File: src/rtl/global_types.sv
// -----------------------------------------------------------------------------
// global_types
// Shared type definitions for the decode pipeline.
//   - Control-vector field enums and the packed ctrl_t, ordered
//     {rf_we, sel_wa, sel_alu_b, sel_result, sel_pc, alu_ctrl} (12 bits).
//   - MIPS opcode / funct constants for the supported instruction subset.
//   - decoded_instr_t: everything the decode stage hands to execute.
//   - Helpers classifying instructions that touch the HI/LO unit.
// -----------------------------------------------------------------------------
package global_types;

    typedef enum logic [1:0] {
        WA_RT = 2'd0,
        WA_RD = 2'd1,
        WA_RA = 2'd2
    } sel_wa_e;

    typedef enum logic {
        ALUB_REG = 1'b0,
        ALUB_IMM = 1'b1
    } sel_alu_b_e;

    typedef enum logic [2:0] {
        RES_ALU = 3'd0,
        RES_RD  = 3'd1,
        RES_PC8 = 3'd2,
        RES_HI  = 3'd3,
        RES_LO  = 3'd4
    } sel_result_e;

    typedef enum logic [1:0] {
        PC_PLUS4  = 2'd0,
        PC_BRANCH = 2'd1,
        PC_JUMP   = 2'd2,
        PC_JR     = 2'd3
    } sel_pc_e;

    // ALU_NONE is the don't-care code for instructions that never use the ALU.
    // ALU_MULTU / ALU_DIVU are unique to the HI/LO producers.
    typedef enum logic [2:0] {
        ALU_AND   = 3'd0,
        ALU_OR    = 3'd1,
        ALU_ADD   = 3'd2,
        ALU_MULTU = 3'd3,
        ALU_DIVU  = 3'd4,
        ALU_NONE  = 3'd5,
        ALU_SUB   = 3'd6,
        ALU_SLT   = 3'd7
    } alu_ctrl_e;

    typedef struct packed {
        logic        rf_we;
        sel_wa_e     sel_wa;
        sel_alu_b_e  sel_alu_b;
        sel_result_e sel_result;
        sel_pc_e     sel_pc;
        alu_ctrl_e   alu_ctrl;
    } ctrl_t;

    localparam logic [5:0] OP_RTYPE = 6'b000000;
    localparam logic [5:0] OP_LW    = 6'b100011;
    localparam logic [5:0] OP_SW    = 6'b101011;
    localparam logic [5:0] OP_ADDI  = 6'b001000;
    localparam logic [5:0] OP_BEQ   = 6'b000100;
    localparam logic [5:0] OP_J     = 6'b000010;
    localparam logic [5:0] OP_JAL   = 6'b000011;

    localparam logic [5:0] FN_ADD   = 6'b100000;
    localparam logic [5:0] FN_SUB   = 6'b100010;
    localparam logic [5:0] FN_AND   = 6'b100100;
    localparam logic [5:0] FN_OR    = 6'b100101;
    localparam logic [5:0] FN_SLT   = 6'b101010;
    localparam logic [5:0] FN_JR    = 6'b001000;
    localparam logic [5:0] FN_DIVU  = 6'b011011;
    localparam logic [5:0] FN_MULTU = 6'b011001;
    localparam logic [5:0] FN_MFHI  = 6'b010000;
    localparam logic [5:0] FN_MFLO  = 6'b010010;

    typedef struct packed {
        ctrl_t       ctrl;
        logic [4:0]  rs;
        logic [4:0]  rt;
        logic [4:0]  rd;
        logic [4:0]  shamt;
        logic [31:0] imm;
        logic [25:0] jaddr;
        logic        illegal;
    } decoded_instr_t;

    function automatic ctrl_t make_ctrl(input logic        rf_we,
                                        input sel_wa_e     sel_wa,
                                        input sel_alu_b_e  sel_alu_b,
                                        input sel_result_e sel_result,
                                        input sel_pc_e     sel_pc,
                                        input alu_ctrl_e   alu_ctrl);
        ctrl_t c;
        c.rf_we      = rf_we;
        c.sel_wa     = sel_wa;
        c.sel_alu_b  = sel_alu_b;
        c.sel_result = sel_result;
        c.sel_pc     = sel_pc;
        c.alu_ctrl   = alu_ctrl;
        return c;
    endfunction

    // MULTU / DIVU: start a multi-cycle HI/LO computation.
    function automatic logic is_md_op(input logic [31:0] instr);
        return (instr[31:26] == OP_RTYPE) &&
               (instr[5:0] == FN_MULTU || instr[5:0] == FN_DIVU);
    endfunction

    // Anything that reads or writes HI/LO and so must wait for a pending result.
    function automatic logic uses_hilo(input logic [31:0] instr);
        return is_md_op(instr) ||
               ((instr[31:26] == OP_RTYPE) &&
                (instr[5:0] == FN_MFHI || instr[5:0] == FN_MFLO));
    endfunction

endpackage

File: src/rtl/instr_ctrl_decoder.sv
// -----------------------------------------------------------------------------
// instr_ctrl_decoder
// Purely combinational mapping from a raw MIPS word to the control tuple and
// extracted fields. Unsupported encodings flag illegal and decode to a
// harmless no-write, PC+4 tuple; fields are always passed through.
//   instr  in  32  raw instruction word
//   dec    out     decoded_instr_t
// -----------------------------------------------------------------------------
module instr_ctrl_decoder
    import global_types::*;
(
    input  logic [31:0]    instr,
    output decoded_instr_t dec
);

    logic [5:0] opcode;
    logic [5:0] funct;

    assign opcode = instr[31:26];
    assign funct  = instr[5:0];

    // NOTE: every output gets a default before the case so no path leaves a
    // field unassigned, which would otherwise infer a latch.
    always_comb begin
        dec.rs      = instr[25:21];
        dec.rt      = instr[20:16];
        dec.rd      = instr[15:11];
        dec.shamt   = instr[10:6];
        dec.imm     = {{16{instr[15]}}, instr[15:0]};
        dec.jaddr   = instr[25:0];
        dec.ctrl    = make_ctrl(1'b0, WA_RT, ALUB_REG, RES_ALU, PC_PLUS4, ALU_NONE);
        dec.illegal = 1'b1;

        case (opcode)
            OP_LW: begin
                dec.ctrl    = make_ctrl(1'b1, WA_RT, ALUB_IMM, RES_RD, PC_PLUS4, ALU_ADD);
                dec.illegal = 1'b0;
            end
            OP_SW: begin
                dec.ctrl    = make_ctrl(1'b0, WA_RT, ALUB_IMM, RES_ALU, PC_PLUS4, ALU_ADD);
                dec.illegal = 1'b0;
            end
            OP_ADDI: begin
                dec.ctrl    = make_ctrl(1'b1, WA_RT, ALUB_IMM, RES_ALU, PC_PLUS4, ALU_ADD);
                dec.illegal = 1'b0;
            end
            OP_BEQ: begin
                dec.ctrl    = make_ctrl(1'b0, WA_RT, ALUB_REG, RES_ALU, PC_BRANCH, ALU_SUB);
                dec.illegal = 1'b0;
            end
            OP_J: begin
                dec.ctrl    = make_ctrl(1'b0, WA_RT, ALUB_REG, RES_ALU, PC_JUMP, ALU_NONE);
                dec.illegal = 1'b0;
            end
            OP_JAL: begin
                dec.ctrl    = make_ctrl(1'b1, WA_RA, ALUB_REG, RES_PC8, PC_JUMP, ALU_NONE);
                dec.illegal = 1'b0;
            end
            OP_RTYPE: begin
                dec.illegal = 1'b0;
                case (funct)
                    FN_ADD:   dec.ctrl = make_ctrl(1'b1, WA_RD, ALUB_REG, RES_ALU, PC_PLUS4, ALU_ADD);
                    FN_SUB:   dec.ctrl = make_ctrl(1'b1, WA_RD, ALUB_REG, RES_ALU, PC_PLUS4, ALU_SUB);
                    FN_AND:   dec.ctrl = make_ctrl(1'b1, WA_RD, ALUB_REG, RES_ALU, PC_PLUS4, ALU_AND);
                    FN_OR:    dec.ctrl = make_ctrl(1'b1, WA_RD, ALUB_REG, RES_ALU, PC_PLUS4, ALU_OR);
                    FN_SLT:   dec.ctrl = make_ctrl(1'b1, WA_RD, ALUB_REG, RES_ALU, PC_PLUS4, ALU_SLT);
                    FN_JR:    dec.ctrl = make_ctrl(1'b0, WA_RT, ALUB_REG, RES_ALU, PC_JR, ALU_NONE);
                    FN_DIVU:  dec.ctrl = make_ctrl(1'b0, WA_RT, ALUB_REG, RES_ALU, PC_PLUS4, ALU_DIVU);
                    FN_MULTU: dec.ctrl = make_ctrl(1'b0, WA_RT, ALUB_REG, RES_ALU, PC_PLUS4, ALU_MULTU);
                    FN_MFHI:  dec.ctrl = make_ctrl(1'b1, WA_RD, ALUB_REG, RES_HI, PC_PLUS4, ALU_NONE);
                    FN_MFLO:  dec.ctrl = make_ctrl(1'b1, WA_RD, ALUB_REG, RES_LO, PC_PLUS4, ALU_NONE);
                    default:  dec.illegal = 1'b1;
                endcase
            end
            default: ;
        endcase
    end

endmodule

File: src/rtl/instruction_decode_stage.sv
// -----------------------------------------------------------------------------
// instruction_decode_stage
// One-deep registered decode stage with valid/ready handshakes on both sides
// and a HI/LO busy counter that stalls HI/LO users behind MULTU/DIVU.
//   clk, rstn            clock, async active-low reset
//   flush                drop the held instruction (blocks intake this cycle)
//   in_valid/in_ready    fetch handshake, in_instr is the raw word
//   out_valid/out_ready  execute handshake
//   out_ctrl             {rf_we, sel_wa, sel_alu_b, sel_result, sel_pc, alu_ctrl}
//   out_rs/rt/rd/shamt   instruction fields, out_imm sign-extended, out_jaddr
//   out_illegal          unsupported opcode/funct
//   md_busy              HI/LO result still pending
// -----------------------------------------------------------------------------
module instruction_decode_stage
    import global_types::*;
#(
    parameter int MD_LATENCY = 4
) (
    input  logic        clk,
    input  logic        rstn,
    input  logic        flush,
    input  logic        in_valid,
    output logic        in_ready,
    input  logic [31:0] in_instr,
    output logic        out_valid,
    input  logic        out_ready,
    output logic [11:0] out_ctrl,
    output logic [4:0]  out_rs,
    output logic [4:0]  out_rt,
    output logic [4:0]  out_rd,
    output logic [4:0]  out_shamt,
    output logic [31:0] out_imm,
    output logic [25:0] out_jaddr,
    output logic        out_illegal,
    output logic        md_busy
);

    localparam int               CNT_W   = $clog2(MD_LATENCY + 2);
    localparam logic [CNT_W-1:0] MD_LOAD = CNT_W'(MD_LATENCY);

    decoded_instr_t   dec;
    decoded_instr_t   held_d, held_q;
    logic             out_valid_d, out_valid_q;
    logic [CNT_W-1:0] md_cnt_d, md_cnt_q;

    logic held_is_md;
    logic hazard;
    logic accept_in;
    logic accept_out;

    instr_ctrl_decoder u_decoder (
        .instr (in_instr),
        .dec   (dec)
    );

    assign md_busy    = (md_cnt_q != '0);
    // A held MULTU/DIVU has not loaded the counter yet, so HI/LO users must
    // also wait behind it, even in the cycle it is being handed off.
    assign held_is_md = out_valid_q &&
                        (held_q.ctrl.alu_ctrl == ALU_MULTU || held_q.ctrl.alu_ctrl == ALU_DIVU);
    assign hazard     = uses_hilo(in_instr) && (md_busy || held_is_md);
    assign in_ready   = (!out_valid_q || out_ready) && !hazard && !flush;
    assign accept_in  = in_valid && in_ready;
    // A flushed instruction never counts as delivered.
    assign accept_out = out_valid_q && out_ready && !flush;

    always_comb begin
        out_valid_d = out_valid_q;
        held_d      = held_q;
        md_cnt_d    = md_cnt_q;

        if (accept_in) begin
            out_valid_d = 1'b1;
            held_d      = dec;
        end else if (flush || accept_out) begin
            out_valid_d = 1'b0;
        end

        // A new load wins over the final decrement.
        if (accept_out && held_is_md) begin
            md_cnt_d = MD_LOAD;
        end else if (md_busy) begin
            md_cnt_d = md_cnt_q - CNT_W'(1);
        end
    end

    // NOTE: state updates use non-blocking assignments so every flop samples
    // the pre-edge values regardless of statement order.
    always_ff @(posedge clk or negedge rstn) begin
        if (!rstn) begin
            out_valid_q <= 1'b0;
            md_cnt_q    <= '0;
            // NOTE: the held payload is reset too, because its outputs must
            // read as zero while in reset, not merely be masked by out_valid.
            held_q      <= '0;
        end else begin
            out_valid_q <= out_valid_d;
            md_cnt_q    <= md_cnt_d;
            held_q      <= held_d;
        end
    end

    assign out_valid   = out_valid_q;
    assign out_ctrl    = held_q.ctrl;
    assign out_rs      = held_q.rs;
    assign out_rt      = held_q.rt;
    assign out_rd      = held_q.rd;
    assign out_shamt   = held_q.shamt;
    assign out_imm     = held_q.imm;
    assign out_jaddr   = held_q.jaddr;
    assign out_illegal = held_q.illegal;

endmodule
File: config.mk
export PLATFORM = sky130hd
export DESIGN_NAME = instruction_decode_stage
export DESIGN_NICKNAME = d
export VERILOG_FILES = /design/src/rtl/global_types.sv /design/src/rtl/instr_ctrl_decoder.sv /design/src/rtl/instruction_decode_stage.sv
export SDC_FILE = /design/constraint.sdc
export NUM_CORES = 1
export LEC_CHECK = 0
export CAP_MARGIN = 5
export CORE_MARGIN = 2
export CORE_UTILIZATION = 37
export CTS_CLUSTER_SIZE = 10
export DETAILED_ROUTE_END_ITERATION = 7
export PLACE_DENSITY = 0.81
export SKIP_CTS_REPAIR_TIMING = 1
export SYNTH_ARGS = -nofsm -noshare
export SYNTH_HDL_FRONTEND = slang
export SYNTH_SLANG_ARGS = --single-unit
File: constraint.sdc
create_clock -name clk -period 2 [get_ports clk]
set_input_delay 0.4 -clock clk [delete_from_list [all_inputs] [get_ports clk]]
set_output_delay 0.4 -clock clk [all_outputs]
set_load 0.01 [all_outputs]
# Word level (Yosys, flattened, before mapping)
# Index checks and enable logic that the tools add are counted.
[totals] ff_bits=79 out_inout_bits=94
[classes] n_eq_ne=18 add_sub_neg=1 muxes=8 n_reduce_logical=26
[ops] op="$pmux 12 s10" n=1
[ops] op="$pmux 12 s7" n=1
[ops] op="$eq 6x6->1 const B" n=7
[ops] op="$eq 6x5->1 const B" n=4
[ops] op="$eq 6x2->1 const B" n=2
[ops] op="$eq 6x4->1 const B" n=2
[ops] op="$logic_and 1x1->1" n=10
[ops] op="$reduce_or 10->1" n=1
[ops] op="$logic_or 1x1->1" n=7
[ops] op="$eq 6x3->1 const B" n=1
[ops] op="$logic_not 6->1" n=1
[ops] op="$mux 3" n=2
[ops] op="$reduce_or 6->1" n=1
[ops] op="$reduce_bool 2->1" n=2
[ops] op="$eq 3x2->1 const B" n=1
[ops] op="$eq 3x3->1 const B" n=1
[ops] op="$logic_not 1->1" n=3
[ops] op="$mux 1" n=3
[ops] op="$reduce_bool 3->1" n=1
[ops] op="$sub 3x1->3 const B" n=1
[ops] op="$pmux 1 s2" n=1

# Depth between registers and ports, before layout
[logic_depth] depth_word=10 depth_mapped=8

# By module
# Synthesis repeated with hierarchy kept, for this count alone.
[hier_totals] hier_cells=373 area_unflattened_um2=4999.8
[by_module_without_submodules] module="instruction_decode_stage" area_per_inst_um2=3997.6 cells_each=225 instances=1
[by_module_without_submodules] module="instr_ctrl_decoder" area_per_inst_um2=1002.2 cells_each=148 instances=1

# Worst setup path after synthesis
# No wires, ideal clock.
[synth_timing] path_type="input -> register" start="input in_instr[26]" end="register held_q (netlist bit out_rs[3])" slack_ns=-0.065 required_time_ns=1.875 stages=6 path_buffers=2 arrival_ns=1.940 cell_sequence="buf_2 > nor4_4 > nand3b_2 > o31ai_4 > buf_4 > mux2_2"
[synth_between] elab_chain_cells=8 word_cells_on_any_way=9 cone_classes="9 x reduce/logical"
[synth_rtl] item="start: declaration" line="instruction_decode_stage.sv:24" rtl="input logic [31:0] in_instr,"
[synth_rtl] item="$logic_not 6->1 (*)" line="global_types.sv:108, global_types.sv:115"
[synth_rtl] item="$logic_and 1x1->1, on equally long branches" line="global_types.sv:108, global_types.sv:115"
[synth_rtl] item="$logic_or 1x1->1 (*)" line="global_types.sv:114" rtl="return is_md_op(instr) ||"
[synth_rtl] item="$logic_and 1x1->1 (*)" line="instruction_decode_stage.sv:61" rtl="assign hazard = uses_hilo(in_instr) && (md_busy || held_is_md);"
[synth_rtl] item="$logic_not 1->1 (*)" line="instruction_decode_stage.sv:62" rtl="assign in_ready = (!out_valid_q || out_ready) && !hazard && !flush;"
[synth_rtl] item="$logic_and 1x1->1 (*) (2 in series)" line="instruction_decode_stage.sv:62"
[synth_rtl] item="$logic_and 1x1->1 (*)" line="instruction_decode_stage.sv:63" rtl="assign accept_in = in_valid && in_ready;"
[synth_rtl] item="end signal: assignment" line="instruction_decode_stage.sv:99" rtl="held_q <= held_d;"
[synth_rtl] item="end: declaration" line="instruction_decode_stage.sv:42" rtl="decoded_instr_t held_d, held_q;"
# Mark *: on every way between the ends. The rest lies on a longest branch, timed or not.
# A chain may end at the register's enable or synchronous reset.

# Worst setup path in the final report
[layout_timing] start="register md_cnt_q[1]" end="output in_ready"
[layout_between] elab_chain_cells=6
[layout_rtl] item="start: declaration" line="instruction_decode_stage.sv:44" rtl="logic [CNT_W-1:0] md_cnt_d, md_cnt_q;"
[layout_rtl] item="start signal: assignment" line="instruction_decode_stage.sv:98" rtl="md_cnt_q <= md_cnt_d;"
[layout_rtl] item="$reduce_bool 3->1" line="instruction_decode_stage.sv:56" rtl="assign md_busy = (md_cnt_q != '0);"
[layout_rtl] item="$logic_or 1x1->1" line="instruction_decode_stage.sv:61"
[layout_rtl] item="$logic_and 1x1->1" line="instruction_decode_stage.sv:61"
[layout_rtl] item="$logic_not 1->1" line="instruction_decode_stage.sv:62"
[layout_rtl] item="$logic_and 1x1->1 (2 in series)" line="instruction_decode_stage.sv:62"
[layout_rtl] item="end: declaration" line="instruction_decode_stage.sv:23" rtl="output logic in_ready,"
# No other way between the ends.

==> results.sh <==
export IMPL_first_global_vias=2111
export IMPL_cts_path_max_buffers=2
export IMPL_violations="setup timing"
export IMPL_end_kind="output pin"
export IMPL_hold_viol=0
export IMPL_initial_utilization=0.382
export IMPL_rows=30
export IMPL_numCtsBuffers=5
export IMPL_synth_area_um2=2590
export IMPL_postSynth_asyncResetShare=1.00
export IMPL_dp_slack_ps=-536
export IMPL_die_h_um=87.7
export IMPL_syn_instance_count=259
export IMPL_ant_nets=0
export IMPL_vias_per_cell=4.76
export IMPL_ys_types=42
export IMPL_synthTopCellsByCount="buf_4, dfrtp_1, mux2_2, nand2_1, o21ai_0"
export IMPL_synth_area_top_cells="dfrtp_1, buf_4, mux2_2"
export IMPL_synth_edf_count=0
export IMPL_die_w_um=87.7
export IMPL_syn_avg_cell_area_um2=10.0
export IMPL_p_per_area_nw_per_um2=751
export IMPL_vias=2301
export IMPL_grt_use_total=0.162
export IMPL_slowest_stage="dfrtp_1"
export IMPL_post_route_util=0.646
export IMPL_syn_num_nets=298
export IMPL_crit_required_ps=1600
export IMPL_cp_cell_sequence="inv_2, ha_4, nand2b_4, a311oi_4, nor3_2, nor3_2, buf_2"
export IMPL_nFillCells=542
export IMPL_reg2reg_slack_ps=-10
export IMPL_ys_warn_count=0
export IMPL_clock_latency_ps=290
export IMPL_die_area_um2=7690
export IMPL_final_area_um2=4390
export IMPL_coreArea_um2=6790
export IMPL_grt_pass1_wl_um=9860
export IMPL_drc=0
export IMPL_crit_arrival_ps=1790
export IMPL_drv_cap=0
export IMPL_clock_sinks=43
export IMPL_seq_area_frac_synth=0.415
export IMPL_synth_top_cell_by_area="dfrtp_1"
export IMPL_overflow=0
export IMPL_ys_ff_latch=43
export IMPL_worstSetupPathType="reg -> out"
export IMPL_setup_viol=15
export IMPL_num_antenna_cells=0
export IMPL_worstPathMaxFanout=2
export IMPL_slew_viol_final=0
export IMPL_routed_wl_um=6950
export IMPL_gp_congestion=0.879
export IMPL_htree_levels=2
export IMPL_hpwl_um=5080
export IMPL_syn_to_final_growth_pct=69.2
export IMPL_leakage_nw=1.98
export IMPL_grt_max_degree=29
export IMPL_setup_ws_ps=-189
export IMPL_synth_top_cell_area_share=0.415
export IMPL_relSlewSlack=0.645
export IMPL_yosys_most_used_dff="dfrtp_1"
export IMPL_cts_root_buf="clkbuf_8"
export IMPL_io_buffers=130
export IMPL_clk_pin_slew_ps=80
export IMPL_antenna_found_initial=0
export IMPL_start_kind="register"
export IMPL_finalCritPeriodShare=1.09
export IMPL_io_pins=131
export IMPL_fin_skew_ps=8.05
export IMPL_whs_ps=83.2
export IMPL_cp_common_cell="nor3_2"
export IMPL_final_nets=426
export IMPL_drive_gt1_frac=0.310
export IMPL_placed_area_um2=3940
export IMPL_fmax_mhz=457
export IMPL_tns_ps=-344
export IMPL_post_route_min_period_ps=2190
export IMPL_yosysMostFrequentCell="buf_4"
export IMPL_routedWlPerCell_um=14.4
export IMPL_cts_tree="built"
export IMPL_tightest_slew_ps=532
export IMPL_rsz0062_at_grt="true"
export IMPL_critPathMaxStageDelay_ps=400
export IMPL_dr_first_iter_drc_count=73
export IMPL_vdd_ir_drop_max_v=0.000345
export IMPL_min_path_type="in -> async"
export IMPL_status="complete, but fails checks"
export IMPL_drt_pass1_iterations=6
-- metal layers --
metal,wire (µm),share of wire,GRT usage,vias to the layer above
met5,0,0,0,-
met4,88,0.013,0.0517,0
met3,347,0.050,0.0254,8
met2,3650,0.52,0.299,95
met1,2870,0.41,0.191,1094
li1,-,-,-,1104
-- cell families (layout without fill, tap and decap cells) --
group | Yosys count | in the layout | share of synthesized area
compound gates | 39 | 39 | 0.107
xor+xnor | 3 | 3 | 0.0101
flops | 43 | 43 | 0.415
simple gates | 77 | 77 | 0.162
mux | 26 | 26 | 0.113
fa+ha+maj | 2 | 2 | 0.00965
buf+inv | 69 | 197 | 0.184
-- critical path, delay by kind of cell (launching register included) --
kind / cells / cell delay, ps
AND/OR/NAND/NOR: 3 / 360
adder cells (fa/ha/maj): 1 / 150
flip-flops: 1 / 400
buffers and inverters: 2 / 240
AO/OA/AOI/OAI: 1 / 350
-- sequential cells by signal, summed over array words and instances (netlist names), 2 cells and up --
register / cells
out_rt: 4
out_rd: 4
out_rs: 5
md_cnt_q: 3
out_jaddr: 2
out_ctrl: 12
out_imm: 7
out_shamt: 4
-- placed cells by master, fill, tap and decap left out, drive strengths merged, types with 2 or more instances in the layout --
master	n
ha	2
nand2	18
buf	56
o22ai	2
clkbuf	8
nand2b	9
nor2	12
o21ai	14
nand3	6
a31oi	4
a311oi	2
a211oi	2
nor3b	4
nor4	5
nor2b	9
and3	3
inv	4
mux2	26
a21oi	2
nor3	8
a211o	2
dlymetal6s2s	7
clkdlybuf4s50	121
dfrtp	43
xnor2	2
-- path summary, 6_finish.rpt --
path / from / cells after the start / to
worst min register to register: out_ctrl[3] / 2 / out_ctrl[3]
max in group asynchronous: rstn / 2 / out_jaddr[15]
worst max register to register: md_cnt_q[1] / 9 / out_rt[2]
worst max-delay path: md_cnt_q[1] / 7 / in_ready
min in group clk: out_ctrl[3] / 2 / out_ctrl[3]
worst min-delay path: rstn / 1 / out_ctrl[6]
-- stage by stage --
stage	cells	total power [mW]
6_report	483	3.29
5_1_grt	483	3.48
4_1_cts	475	3.10
3_5_place_dp	468	2.54
3_3_place_gp	468	2.50
2_1_floorplan	259	1.87
-- layout make-up --
class                      count  area [µm²]  area share
clock inverter                 1        5.00     0.00114
sequential                    43        1080       0.246
tap                           96         120      0.0274
inverter                       4        15.0     0.00342
clock buffer                   6        82.6      0.0188
timing repair buffer         186        1820       0.414
multi-input combinational    147        1270       0.289
-- report_power, final --
group	switching, mW	internal (mW)	leakage [nW]
Sequential	0.135	1.01	0.523
Combinational	0.580	1.01	1.41
Clock	0.288	0.271	0.0470
Power figures use the tool's default switching activity.
==> variant, RTL diff (config.mk and constraints unchanged) <==
Set the parameter `MD_LATENCY` to 8 (it was 4).
--- a/src/rtl/instruction_decode_stage.sv
+++ b/src/rtl/instruction_decode_stage.sv
@@ -14,7 +14,7 @@
 module instruction_decode_stage
     import global_types::*;
 #(
-    parameter int MD_LATENCY = 4
+    parameter int MD_LATENCY = 8
 ) (
     input  logic        clk,
     input  logic        rstn,
Function: changed (Yosys sat finds a counterexample within 10 cycles, from zero or initial values and one cycle with rstn low).
==> variant against the original RTL <==
The run still ends with negative setup slack left; core utilization fell by 5.1 points; cell area is 8.8% lower; total power down 2.7%; global-route usage increased by 0.12 points; sequential cell count rose by 1; sequential share of layout area up 3.0 points; maximum frequency rose by 3.0%; synthesized area down 2.3%; setup slack gained 0.063 ns; clock skew barely moved; via count decreased by 6.7%; routed wire length decreased by 11%; clock power rose by 2%.
==> variant: results (changes against the original RTL) <==
- Clk buf depth: 2 (unchanged)
- Placed wire-length estimate: 4890 um (-3.8%)
- Pin count of the biggest net entering global routing: 21 (-28%)
- Run status: finished with violations
- Worst-path clk slew: 0.08 ns (about the same)
- Syn_nets: 286 (-4.0%)
- Netlist cell types: 43 (+2.4%)
- Ant diodes: 0 (unchanged)
- CTS Buf Count: 5 (unchanged)
- All-Layer GR Usage: 0.163 (+0.00118)
- # fillers: 575 (+6.1%)
- Clock skew: 0.00789 ns (-0.000164 ns)
- Place WS: -0.563 ns (-0.0269 ns)
- Worst Slack Setup Final: -0.125 ns (+0.0634 ns)
- Critical Path AT: 1.73 ns (-0.06 ns)
- Routed len/inst: 13.8 um (-3.9%)
- Synth cell count leaders: buf_4, dfrtp_1, mux2_1
- Mapped Avg Cell Area: 10.3 um^2 (+2.5%)
- Initial DRC Count: 28 (-62%)
- Async SR Flop Fraction: 1.00 (unchanged)
- Via count: 2146 (-6.7%)
- First-pass GRT wire length: 9850 um (about the same)
- Seq/Total Area, Yosys: 0.435 (+0.0195)
- Worst skew pair latency: 0.29 ns (about the same)
- Vias/cell: 4.81 (+1.0%)
- Clock root cell: clkbuf_8
- Multi-input gate area: 1030 um^2 (-19%)
- Share of cells above drive strength 1: 0.199 (-0.111)
- Placed insts: 437 (-6.6%)
- Failing checks: negative setup slack
- Ys flop type: dfrtp_1
- H-tree Lvls: 2 (unchanged)
- Crit-path max FO: 2 (unchanged)
- GPL Wtd Cong: 0.779 (-11%)
- Pre-Repair DR Iteration Count: 4 (-2)
- Initial antenna violation count: 0 (unchanged)
- Worst-Margin Slew: 0.515 ns (-0.0177 ns)
- Port buffer count: 130 (unchanged)
- Placed cell areas: 3840 um^2 (-2.5%)
- Setup Viol. Count Final: 36 (+21)
- Setup_tns: -3.18 ns (-2.83 ns)
- # DRC: 0 (unchanged)
- Largest cells by area after synthesis: dfrtp_1, buf_4, mux2_1
- Peak VDD IR: 0.000346 V (+0.22%)
- Leak Pwr: 1.67 nW (-16%)
- Max FFs per register: 12 (unchanged)
- ANT nets after route: 0 (unchanged)
- Synth Warn #: 0 (unchanged)
- Worst min path class: in -> async
- Fin nets: 404 (-5.2%)
[variant: report_power, final]
group / switching, mW / internal, mW
sequential: 0.148 / 1.04
clock: 0.292 / 0.281
combinational: 0.542 / 0.900
[variant: worst paths after layout]
kind	startpoint	endpoint	slack (ns)	cells after the start
worst min register to register	out_illegal$_DFFE_PN0P_	out_illegal$_DFFE_PN0P_	0.48	2
max in group asynchronous	rstn	out_rs[2]$_DFFE_PN0P_	1.42	2
worst max-delay path	in_instr[5]	in_ready	-0.13	5
min in group clk	out_illegal$_DFFE_PN0P_	out_illegal$_DFFE_PN0P_	0.48	2
worst min-delay path	rstn	out_ctrl[6]$_DFFE_PN0P_	0.04	1
worst max register to register	out_ctrl[1]$_DFFE_PN0P_	out_imm[1]$_DFFE_PN0P_	-0.11	7
[variant: kinds of logic after synthesis]
family,Yosys count,synth area share
flip-flops,44,0.435
AO/OA/AOI/OAI,40,0.107
XOR/XNOR,4,0.0138
buffers and inverters,66,0.184
AND/OR/NAND/NOR,66,0.139
multiplexers,25,0.111
adder cells (fa/ha/maj),2,0.00987
[variant: worst max-delay path, stage by stage]
cell and delay [ns]:
clkdlybuf4s50_1 0.41, nand2b_1 0.17, or3_4 0.36, o31a_1 0.24, buf_2 0.14
[variant: routing by layer]
metal	up-vias	track usage	wire length, um
met3	4	0.0410	366
met4	0	0.0483	35
met2	79	0.291	3230
li1	1036	-	-
met1	1027	0.193	2540
met5	-	0	0
[variant: layout make-up]
type | count | area share
timing repair buffer | 173 | 0.414
sequential | 44 | 0.276
multi-input combinational | 137 | 0.258
tap | 80 | 0.0250
clock buffer | 7 | 0.0216
inverter | 4 | 0.00375
clock inverter | 1 | 0.00188
